<file path="src/rtl/mapper_ss_engine.sv">
// rtl/mapper_ss_engine.sv - save-state transfer engine driving the mapper save-state bus
module mapper_ss_engine #(
    parameter int SS_LEN   = 128,
    parameter int IDX_ADDR = 127
) (
    input  logic       m2,
    input  logic       map_rst,
    input  logic       start,
    input  logic       dir,
    output logic       busy,
    output logic       done,
    output logic       err,
    output logic [7:0] buf_addr,
    output logic [7:0] buf_wdat,
    output logic       buf_we,
    input  logic [7:0] buf_rdat,
    output logic       ss_act,
    output logic       ss_we,
    output logic [7:0] ss_addr,
    output logic [7:0] ss_wdat,
    input  logic [7:0] ss_rdat
);

    typedef enum logic [3:0] {
        IDLE, S_ADDR, S_STORE, R_IDXF, R_IDXC, R_FETCH, R_WRITE, DONE, ERR
    } state_t;

    localparam logic [7:0] LAST     = 8'(SS_LEN - 1);
    localparam logic [7:0] IDX      = 8'(IDX_ADDR);
    localparam logic [7:0] FIRST_WR = (IDX_ADDR == 0) ? 8'd1 : 8'd0;

    state_t     state;
    logic [7:0] a;
    logic [7:0] a_inc;
    logic [7:0] a_next_wr;
    logic       last_wr;

    // Restore never writes the index address, so the walk hops over it.
    always_comb begin
        a_inc     = a + 8'd1;
        a_next_wr = (a_inc == IDX) ? a + 8'd2 : a_inc;
        last_wr   = (a == LAST) || ((a_inc == IDX) && (a_inc == LAST));
    end

    always_ff @(posedge m2) begin
        if (map_rst) begin
            state    <= IDLE;
            a        <= 8'd0;
            busy     <= 1'b0;
            done     <= 1'b0;
            err      <= 1'b0;
            buf_addr <= 8'd0;
            buf_wdat <= 8'd0;
            buf_we   <= 1'b0;
            ss_act   <= 1'b0;
            ss_we    <= 1'b0;
            ss_addr  <= 8'd0;
            ss_wdat  <= 8'd0;
        end else begin
            done   <= 1'b0;
            buf_we <= 1'b0;
            ss_we  <= 1'b0;
            case (state)
                IDLE: begin
                    if (start) begin
                        err    <= 1'b0;
                        busy   <= 1'b1;
                        ss_act <= 1'b1;
                        a      <= 8'd0;
                        if (!dir) begin
                            state   <= S_ADDR;
                            ss_addr <= 8'd0;
                        end else begin
                            state    <= R_IDXF;
                            buf_addr <= IDX;
                            ss_addr  <= IDX;
                        end
                    end
                end
                S_ADDR: begin
                    state    <= S_STORE;
                    buf_addr <= a;
                    buf_wdat <= ss_rdat;
                    buf_we   <= 1'b1;
                end
                S_STORE: begin
                    if (a == LAST) begin
                        state  <= DONE;
                        done   <= 1'b1;
                        ss_act <= 1'b0;
                    end else begin
                        state   <= S_ADDR;
                        a       <= a_inc;
                        ss_addr <= a_inc;
                    end
                end
                // Buffer reads lag the address by a cycle, so buf_addr runs one
                // step ahead of the write so ss_wdat can be registered.
                R_IDXF: begin
                    state    <= R_IDXC;
                    a        <= FIRST_WR;
                    buf_addr <= FIRST_WR;
                end
                R_IDXC: begin
                    if (buf_rdat != ss_rdat) begin
                        state  <= ERR;
                        err    <= 1'b1;
                        ss_act <= 1'b0;
                    end else begin
                        state <= R_FETCH;
                    end
                end
                R_FETCH: begin
                    state    <= R_WRITE;
                    ss_addr  <= a;
                    ss_wdat  <= buf_rdat;
                    ss_we    <= 1'b1;
                    buf_addr <= a_next_wr;
                end
                R_WRITE: begin
                    if (last_wr) begin
                        state  <= DONE;
                        done   <= 1'b1;
                        ss_act <= 1'b0;
                    end else begin
                        state <= R_FETCH;
                        a     <= a_next_wr;
                    end
                end
                DONE, ERR: begin
                    state <= IDLE;
                    busy  <= 1'b0;
                end
                default: state <= IDLE;
            endcase
        end
    end

endmodule

</file>
<file path="config.mk">
export PLATFORM = sky130hd
export DESIGN_NAME = mapper_ss_engine
export DESIGN_NICKNAME = d
export VERILOG_FILES = /design/src/rtl/mapper_ss_engine.sv
export SDC_FILE = /design/constraint.sdc
export NUM_CORES = 1
export LEC_CHECK = 0
export BUFFER_PORTS_ARGS = -buffer_cell sky130_fd_sc_hd__buf_4
export CAP_MARGIN = 5
export CORE_MARGIN = 4
export CORE_UTILIZATION = 40
export CTS_BUF_LIST = sky130_fd_sc_hd__clkbuf_4 sky130_fd_sc_hd__clkbuf_8
export CTS_CLUSTER_DIAMETER = 60
export DETAILED_ROUTE_END_ITERATION = 16
export PLACE_DENSITY_LB_ADDON = 0.05
export SETUP_SLACK_MARGIN = 0.05
export SYNTH_ARGS = -nofsm -noshare
export SYNTH_HDL_FRONTEND = slang
export SYNTH_SLANG_ARGS = --single-unit
</file>
<file path="constraint.sdc">
create_clock -name m2 -period 2.5 [get_ports m2]
set_input_delay 0.375 -clock m2 [delete_from_list [all_inputs] [get_ports m2]]
set_output_delay 0.375 -clock m2 [all_outputs]
set_load 0.02 [all_outputs]
</file>
**Yosys cells after proc, flatten, opt, wreduce, memory -nomap -nowiden**

Index checks and enable logic that the tools add are counted.
Widths: inputs -> output; s select.

- $add $sub $neg: 2
- Multiplexer cells: 31
- Eq/ne operators: 18
- Reduce and logical (&&, ||, !) cells: 15

Operators with widths:

| kind | count |
|---|---|
| $pmux 8 s4 | 2 |
| $mux 8 | 7 |
| $pmux 4 s7 | 1 |
| $pmux 8 s3 | 1 |
| $eq 4x3->1 const B | 4 |
| $eq 8x7->1 const B | 2 |
| $ne 2x2->1 const B | 7 |
| $reduce_bool 4->1 | 3 |
| $mux 1 | 10 |
| $reduce_and 3->1 | 3 |
| $add 8x1->8 const B | 1 |
| $add 8x2->8 const B | 1 |
| $eq 4x2->1 const B | 2 |
| $mux 4 | 2 |
| $ne 8x8->1 | 1 |
| $mux 7 | 1 |
| $pmux 1 s2 | 3 |
| $reduce_and 5->1 | 1 |
| $eq 4x1->1 const B | 1 |
| $eq 4x4->1 const B | 1 |
| $logic_not 4->1 | 1 |
| $mux 2 | 2 |
| $pmux 1 s4 | 1 |
| $reduce_and 4->1 | 1 |
| other kinds (6) | 7 |

- Output and inout port bits: 38
- Register bits: 50
- Input bits: 20

**Depth between registers and ports, before layout**

Gate-level depths: netlist (run 1).

- Word-level depth: 5
- Gate-level depth with buffers: 9

**Worst setup path after synthesis (run 1)**

OpenSTA, ideal clock, no wires.

- Path type: reg-to-reg
- Start point: register a[1]
- End point: register buf_addr[1]
- Required time: 2.412 ns
- Arrival time: 1.993 ns
- Slack: 0.419 ns
- Cell stages (with the launch flop): 9
- Cells stage by stage: dfxtp_1 -> ha_1 -> buf_4 -> and3b_1 -> o2111ai_4 -> or3_4 -> a21oi_2 -> o21ai_1 -> a311oi_2

- Longest elaborated chain between the ends: 4

Ends and longest elaborated chain:

| what | line | RTL |
|---|---|---|
| from (decl) | 33 | `logic [7:0] a;` |
| from (signal assigned) | 93 | `a <= a_inc;` |
| from (signal assigned) | 127 | `a <= a_next_wr;` |
| $add 8x1->8 | 40 | `a_inc = a + 8'd1;` |
| $eq 8x7->1 | 41 | `a_next_wr = (a_inc == IDX) ? a + 8'd2 : a_inc;` |
| $mux 8 | 41 |  |
| $pmux 8 s4 * | 63 | `case (state)` |
| to (signal assigned) | 118 | `buf_addr <= a_next_wr;` |
| to (decl) | 13 | `output logic [7:0] buf_addr,` |

Mark *: on every way between the ends. The rest lies on a longest branch, timed or not.
A chain may end at the register's enable or synchronous reset.

**Worst setup path in the final report (run 1)**

- Start point: register a[1]
- End point: register a[1]

- Longest elaborated chain between the ends: 5

Ends and longest elaborated chain:

| what | line |
|---|---|
| $add 8x1->8 | 40 |
| $eq 8x7->1 | 41, 42 |
| $mux 8 or $logic_or 1x1->1 (tied branches) | 41, 42 |
| $mux 8 or $ne 2x2->1 (tied branches) | -- |
| $pmux 8 s4 or $reduce_and 4->1 (tied branches) | -- |

Parallel ways exist; a longest one is shown, timed or not. The select of a mux whose other input is x is not followed.

==> summary.txt, run 1 <==
Die
  • Full die area: 8290 µm²
  • Overall die height: 91.1 µm
  • Core Area: 6760 µm²
  • I/O Pins: 58
  • Initial core utilization: 40.9%
  • Die X: 91.1 µm
  • # rows: 30

Finish
  • Layout cell share with drive strength beyond 1: 25.2%
  • Antenna diode count: 0
  • Area grow syn2layout: 24.4%
  • Fillers: 692
  • Nets: 431

Critical path
  • Worst path slowest cell: a2111oi_0
  • R2R setup slack: 0.23 ns
  • CP Launch Type: flop
  • Req. time, crit path: 2.74 ns
  • Setup CP Type: flop to flop
  • Largest fanout on the critical path: 6
  • RR Startpoint: a[1]
  • WP data arrival: 2.52 ns
  • CP endpoint kind: flop
  • Critical path, cell by cell: ha_1 > and3_1 > xnor2_2 > nor3_4 > buf_4 > a2111oi_0 > mux2i_1 > nor2_1
  • Reg2reg end: a[1]
  • Max incr delay on CP: 0.43 ns
  • Reg2reg path depth: 8

Hold path
  • Hold EP: ss_wdat[6]
  • HP Class: input port to flop
  • Worst Hold Launch: buf_rdat[6]
  • Worst hold stages: 3

CTS
  • Post-CTS Resized: 0
  • Longest Clk Path Bufs: 2
  • Clk root buf: clkbuf_8
  • Post-CTS setup buffer count: 0
  • Worst skew pair latency: 0.31 ns
  • Hold_buf cts: 0
  • H-tree depth: 2
  • Clock transition at path regs: 0.09 ns
  • Num CTS Buffers: 5
  • CTS tree: yes
  • Clk sinks: 50

STA
  • F_max: 0.440 GHz
  • RSZ-0062 raised after global routing: no
  • Final setup viols: 0
  • Crit share post-route: 91.0%
  • Worst hold slack: 0.322 ns
  • Slew @ Worst Pin: 0.633 ns
  • Worst clock skew: 0.0119 ns
  • Final hold violations: 0
  • Final min period: 2.27 ns
  • Slew HR: 57.8%
  • Slew Limit Fails: 0
  • Setup TNS: 0 ns

Route
  • DRC: 0
  • WL per Instance: 17.1 µm
  • Antenna viol nets, final: 0
  • Final wirelength: 8380 µm
  • Drt pass-1 iters: 4
  • Vias post-DR: 2730
  • Initial drt markers: 151
  • DR vias/cell: 5.58

Power and ir drop
  • Power, Total: 1.93 mW
  • VDD IR max: 0.262 mV
  • Pint: 1.30 mW
  • P_sw: 625 µW
  • PD cells: 561 nW/µm²
  • Leak Pwr: 1.32 nW
  • Logic pwr share: 26.4%
  • Clock Power Share: 27.2%
  • Switch share: 32.4%
  • Flop pwr share: 46.4%

Global route
  • Vias in the first global route: 2570
  • First-pass GRT wire length: 13400 µm
  • GRT Overall Usage: 20.1%
  • GR Overflow Total: 0
  • Initial antenna violation count: 0
  • Pin count of the biggest net entering global routing: 49

Synthesis
  • Cells after Synth: 348
  • Flops & latches, synth: 50
  • Most used DFF post-synth: dfxtp_1
  • Post-synthesis sequential area ratio: 36.3%
  • Mapped Avg Cell Area: 7.93 µm²
  • Post-synth EDFFs: 0
  • Yosys warns: 0
  • Synth async-reset ratio: 0%
  • Synth cell types: 57
  • Syn_nets: 371
  • Syn Std Cell Area: 2760 µm²

Placement
  • I/O Buffers: 57
  • Placer Congestion: 0.892
  • Hpwl dp: 6230 µm

Job
  • Max cap viols: 0

Status
  • Status: finished, final reports clean
==> worst max-delay path, delay by kind of cell (launching register included) <==
family	cells	cell delay, ns
AND/OR/NAND/NOR	3	0.56
AO/OA/AOI/OAI	1	0.43
flip-flops	1	0.41
adder cells (fa/ha/maj)	1	0.33
XOR/XNOR	1	0.18
buffers and inverters	1	0.16
multiplexers	1	0.14
==> flip-flops by register name (all words and copies together), names as in the netlist <==
name and count:
a 8, buf_addr 8, buf_wdat 8, ss_addr 8
ss_wdat 8, state 4, buf_we 1, busy 1
done 1, err 1, ss_act 1, ss_we 1
==> power groups by stage <==
stage	clock network [mW]	logic (mW)	registers, mW
floorplan	0	0.250	0.964
global placement	0	0.512	0.911
detailed placement	0	0.510	0.912
CTS	0.546	0.511	0.895
global route	0.570	0.554	0.903
finish	0.523	0.508	0.894
==> routing by layer <==
metal	wire length (µm)	global-route usage, %
met5	0	0
met4	191	5.90
met3	628	4.14
met2	3890	33.4
met1	3660	26.2
==> cell families after synthesis <==
family | count (synthesis) | share of synthesized area [%]
xor gates and xnor gates | 12 | 4.35
DFF | 50 | 36.3
and+or+nand+nor | 136 | 23.6
muxes | 3 | 1.09
AOI/OAI and AO/OA | 110 | 28.0
buffers and inverters | 34 | 5.39
adders and majority gates | 3 | 1.36
==> through the flow <==
stage                     setup slack, ns  std cells  utilization, %  instance area (µm²)
after floorplan                     0.419        348               -                 2760
after global placement              0.342        481            49.4                 3330
after detailed placement            0.268        481            49.4                 3330
after CTS                           0.254        489            50.8                 3430
after global routing                0.149        489            50.8                 3430
final                               0.225        489            50.8                 3430
==> Yosys cell counts (8+ instances only) <==
master	number	share of area (%)
a21oi_1	30	5.4
nor3_1	9	1.6
a211oi_1	14	3.8
nand2_1	46	6.3
nor2_1	42	5.7
clkbuf_1	17	2.3
o21ai_0	22	4.0
dfxtp_1	50	36
xnor2_1	10	3.2
nand3_1	10	1.8
inv_1	8	1.1
==> layout by cell type (no fill, tap or decap), drive strengths merged, types with 2 or more instances in the layout <==
master and n:
a2111oi 3, a211oi 15, a21boi 2, a21o 3, a21oi 31, a221oi 3, a311oi 6, a31oi 6
and3 3, and3b 2, buf 79, clkbuf 7, dfxtp 50, ha 3, inv 9, mux2i 3
nand2 46, nand2b 4, nand3 11, nand4 3, nor2 42, nor2b 3, nor3 12, nor3b 2
o211ai 2, o21ai 24, o22ai 3, o2bb2ai 2, o31ai 2, o32ai 2, or3 3, xnor2 11
==> final cells by class <==
| cell class | count | area [µm²] | share of cell area [%] |
|---|---|---|---|
| clock inverters | 1 | 8.76 | 0.255 |
| well taps | 80 | 100 | 2.92 |
| multi-input cells | 264 | 1610 | 46.9 |
| clock buffers | 7 | 90.1 | 2.62 |
| inverters | 8 | 30.0 | 0.875 |
| flip-flops and latches | 50 | 1000 | 29.2 |
| repair buffers | 79 | 593 | 17.3 |
==> worst max path at each step <==
| stage | startpoint | to | cells after the start |
|---|---|---|---|
| 5_1_grt | a[1] | a[1] | 8 |
| 4_1_cts | a[1] | a[1] | 8 |
| 3_5_place_dp | a[1] | a[1] | 8 |
| 6_report | a[1] | a[1] | 8 |
| 2_1_floorplan | a[1] | buf_addr[1] | 8 |
| 3_3_place_gp | a[1] | buf_addr[7] | 7 |
Power figures use the tool's default switching activity.
==> inputs of run 2 (changes only) <==
Settings changed: CORE_ASPECT_RATIO from default to 1.4.
==> run 2 against run 1 <==
- sequential cell count unchanged
- clock-buffer cell count decreased by 1
- clock power shrank 5.5%
- total power fell by 1.6%
- clock skew decreased by 0.0074 ns
- die area rose by 0.22%
- global-route usage rose by 1.0 points
- routed wire length up 1.9%
- via count rose by 0.55%
- maximum frequency decreased by 2.3%
==> summary.txt, run 2 (synthesized netlist as in run 1, its figures left out) <==
Status
  • Status: finished, final reports clean

Route
  • Drt pass-1 iters: 5
  • Antenna viol nets, final: 0
  • Vias post-DR: 2745
  • DRC: 0
  • DR vias/cell: 5.55
  • Final wirelength: 8540 µm
  • WL per Instance: 17.2 µm
  • Initial drt markers: 252

Critical path
  • CP Launch Type: flop
  • Crit path buf inv count: 0
  • Critical path depth: 7
  • Worst path slowest cell: dfxtp_1
  • Setup CP Type: flop to flop
  • Largest fanout on the critical path: 8
  • Crit path max-delay family: compound AO/OA/AOI/OAI gates
  • CP endpoint kind: flop
  • Req. time, crit path: 2.68 ns
  • Max incr delay on CP: 0.41 ns
  • WP data arrival: 2.51 ns
  • Critical path, cell by cell: ha_1 > and3b_1 > o2111ai_4 > o22ai_1 > a31oi_4 > a21boi_1 > o32ai_1
  • Reg2reg path depth: 7

Finish
  • Nets: 425
  • Area grow syn2layout: 23.1%
  • Layout cell share with drive strength beyond 1: 24.6%
  • Antenna diode count: 0
  • Footprint of the multi-input gates: 1610 µm²
  • Final core utilization: 51.1%
  • Most frequent cells in the layout: buf_4 (73), dfxtp_1 (50), nand2_1 (46)
  • Fillers: 686
  • Most common cell after layout, fill and taps aside: buf_4
  • FF+latch area: 1000 µm²

Die
  • Initial core utilization: 41.5%
  • I/O Pins: 58
  • Overall die height: 106 µm
  • Full die area: 8310 µm²
  • # rows: 35
  • Die X: 78.2 µm
  • Core Area: 6660 µm²

CTS
  • H-tree depth: 2
  • Longest Clk Path Bufs: 2
  • Clk root buf: clkbuf_8
  • Worst skew pair latency: 0.31 ns
  • CTS tree: yes
  • Clock transition at path regs: 0.10 ns
  • Clk sinks: 50
  • Num CTS Buffers: 5

Power and ir drop
  • PD cells: 558 nW/µm²
  • Leak Pwr: 1.28 nW
  • VDD IR max: 0.278 mV
  • Power, Total: 1.90 mW

STA
  • Final min period: 2.33 ns
  • Crit share post-route: 93.2%
  • Slew @ Worst Pin: 0.651 ns
  • Final hold violations: 0
  • Slew HR: 56.0%
  • Slew Limit Fails: 0
  • Worst clock skew: 0.00451 ns
  • Final setup viols: 0
  • RSZ-0062 raised after global routing: no
  • Setup TNS: 0 ns
  • F_max: 0.429 GHz

Placement
  • Hpwl dp: 6350 µm
  • I/O Buffers: 57
  • Placer Congestion: 0.944

Hold path
  • Worst hold stages: 3
  • HP Class: input port to flop

Global route
  • First-pass GRT wire length: 14000 µm
  • Pin count of the biggest net entering global routing: 49
  • Initial antenna violation count: 0
  • Vias in the first global route: 2700
  • GR Overflow Total: 0
  • GRT Overall Usage: 21.1%

Job
  • Max cap viols: 0
run 2: cell count changes in the layout (fill, tap and decap cells not counted):
cell and change:
clkbuf_8 -1, clkinv_2 +1, buf_4 -6, clkinv_4 +1, ha_2 +1, and3_1 -1
and3_2 +1, ha_1 -1, inv_6 -1
run 2: what timing repair did:
| item | CTS | global route |
|---|---|---|
| setup endpoints to repair | 0 | 9 |
| setup buffers | 0 | 0 |
| resized for setup | 0 | 2 |
| hold buffers | 0 | 0 |
run 2: path summary, 6_finish.rpt:
kind	slack (ns)	startpoint	endpoint
worst max-delay path	0.17	a[1]	a[3]
worst min-delay path	0.32	ss_rdat[5]	buf_wdat[5]
worst max register to register	0.17	a[1]	a[3]
worst min register to register	0.46	buf_wdat[7]	buf_wdat[7]
run 2: tightest hold or removal path, delay by kind of cell:
kind	cells	cell delay [ns]
and+or+nand+nor	1	0.05
AOI/OAI and AO/OA	1	0.05
buffers and inverters	1	0.12
run 2: final cells by class:
type                    instances  area share [%]
clock buffers                   6            2.25
clock inverters                 2           0.405
inverters                       8           0.884
multi-input cells             264            47.5
flip-flops and latches         50            29.5
well taps                      92            3.39
repair buffers                 73            16.1
run 2: power by group:
part           switching (mW)  leakage (nW)  internal (mW)
clock                   0.285        0.0486          0.209
combinational           0.303         0.821          0.203
sequential             0.0410         0.408          0.855
run 2: routing by layer:
metal  global-route usage, %  wire [µm]  up-vias
li1                        -          -     1368
met1                    25.1       3490     1268
met2                    37.9       4370       90
met3                    3.98        488       19
met4                    6.63        182        0
met5                       0          0        -
run 2: through the flow:
stage	setup WS, ns	hold slack (ns)	area, µm²	cells
after global routing	0.0709	0.307	3400	495
after detailed placement	0.176	0.447	3300	487
after floorplan	0.419	0.499	2760	348
after CTS	0.156	0.308	3390	495
after global placement	0.164	0.443	3300	487
final	0.170	0.320	3400	495
==> inputs of run 3 (changes only) <==
Settings changed: CORE_UTILIZATION 40 to 57, HOLD_SLACK_MARGIN from default to 0.06, SLEW_MARGIN from default to 20.
==> run 3 against run 2 <==
- routed wire length fell by 2.6%
- core utilization rose by 23 points
- die area fell by 27%
- maximum frequency rose by 4.9%
- sequential share of layout area rose by 0.091 points
- via count rose by 4.5%
- largest cell class unchanged
- critical path depth did not move
- sequential cell count did not move
- worst setup slack improved by 0.11 ns
- worst hold slack got worse by 0.0034 ns
- sequential power barely moved
- critical endpoint is now buf_addr[6]
==> summary.txt, run 3 (synthesized netlist as in run 1, its figures left out) <==
Route
  • Vias post-DR: 2868
  • DRC: 0
  • DR vias/cell: 6.17
  • WL per Instance: 17.9 µm
  • Antenna viol nets, final: 0
  • Initial drt markers: 308
  • Final wirelength: 8320 µm
  • Drt pass-1 iters: 7

Job
  • Max cap viols: 0

Hold path
  • HP Class: input port to flop

CTS
  • Num CTS Buffers: 5
  • Clock transition at path regs: 0.10 ns
  • Longest Clk Path Bufs: 2
  • Worst skew pair latency: 0.31 ns
  • Post-CTS setup buffer count: 0
  • Clk root buf: clkbuf_8
  • CTS tree: yes
  • H-tree depth: 2
  • Clk sinks: 50
  • Hold_buf cts: 0

Finish
  • Fillers: 397
  • Final core utilization: 73.6%
  • Area grow syn2layout: 22.9%
  • Most common cell after layout, fill and taps aside: buf_4
  • Nets: 425
  • Finished Cell Area: 3390 µm²
  • Most frequent cells in the layout: buf_4 (73), dfxtp_1 (49), nand2_1 (46)
  • Final Non-Filler Cells: 465
  • FF+latch area: 1000 µm²
  • Antenna diode count: 0
  • Layout cell share with drive strength beyond 1: 24.6%
  • Footprint of the multi-input gates: 1610 µm²

Die
  • Die X: 66.8 µm
  • # rows: 29
  • I/O Pins: 58
  • Full die area: 6040 µm²
  • Initial core utilization: 59.9%
  • Core Area: 4610 µm²
  • Overall die height: 90.3 µm

Critical path
  • Worst path slowest cell: dfxtp_2
  • Req. time, crit path: 2.67 ns
  • Critical path, cell by cell: ha_2 > and3_1 > xnor2_2 > nor3_4 > a41oi_1 > o21ai_0 > a311oi_1
  • Setup CP Type: flop to flop
  • Largest fanout on the critical path: 8
  • Max incr delay on CP: 0.42 ns
  • CP Launch Type: flop
  • WP data arrival: 2.39 ns
  • CP endpoint kind: flop

Global route
  • First-pass GRT wire length: 13800 µm
  • GR Overflow Total: 0
  • GRT Overall Usage: 29.4%
  • Vias in the first global route: 2732
  • Initial antenna violation count: 0
  • Pin count of the biggest net entering global routing: 49

STA
  • Slew @ Worst Pin: 0.620 ns
  • Worst hold slack: 0.316 ns
  • Setup TNS: 0 ns
  • Slew HR: 58.2%
  • Worst clock skew: 0.00552 ns
  • Crit share post-route: 88.8%
  • Final worst setup slack: 0.280 ns
  • Final min period: 2.22 ns
  • Final hold violations: 0
  • RSZ-0062 raised after global routing: no
  • Final setup viols: 0
  • Slew Limit Fails: 0
  • F_max: 0.450 GHz

Placement
  • Placer Congestion: 1.00
  • Hpwl dp: 6140 µm
  • DP Area: 3270 µm²
  • Dpl cells: 457
  • Dpl ws: 0.209 ns
  • I/O Buffers: 57

Power and ir drop
  • PD cells: 596 nW/µm²
  • Leak Pwr: 1.29 nW
  • Power, Total: 2.02 mW
  • VDD IR max: 0.540 mV

Status
  • Status: finished, final reports clean
-- run 3: final timing paths --
kind                                    end  cells after the start  slack [ns]         from
worst max-delay path            buf_addr[6]                      7        0.28         a[1]
worst min-delay path             ss_wdat[3]                      3        0.32  buf_rdat[3]
worst max register to register  buf_addr[6]                      7        0.28         a[1]
worst min register to register   ss_wdat[4]                      2        0.46   ss_wdat[4]
-- run 3: power by group --
part	total (mW)	switching, mW	internal [mW]
clock	0.614	0.284	0.330
combinational	0.512	0.304	0.208
sequential	0.897	0.0420	0.855
total	2.02	0.630	1.39
-- run 3: what timing repair did --
action / CTS / global route
endpoints found under the setup margin: 0 / 5
endpoints found under the hold margin: 0 / 0
resized for setup: 0 / 2
-- run 3: per-layer routing --
layer  share of wire (%)  vias up  GRT usage, %  wire (µm)
met5                   0        -             0          0
met1                  38     1310          35.8       3130
met4                 6.0        0          15.3        500
li1                    -     1363             -          -
met3                 7.3       50          6.48        607
met2                  49      145          47.4       4080
-- run 3: cell type report --
cell class                      count  share of cell area, %
Tap cell                           62                   2.29
Inverter                            8                  0.885
Timing Repair Buffer               73                   16.2
Clock inverter                      2                   1.14
Multi-Input combinational cell    264                   47.5
Clock buffer                        6                   2.43
Sequential cell                    50                   29.5
-- run 3: worst max-delay path: cells and delay by family, from the launching register on --
| family | cells | cell delay (ns) |
|---|---|---|
| adders and majority gates | 1 | 0.28 |
| and+or+nand+nor | 2 | 0.76 |
| DFF | 1 | 0.42 |
| xor gates and xnor gates | 1 | 0.13 |
| AOI/OAI and AO/OA | 3 | 0.49 |
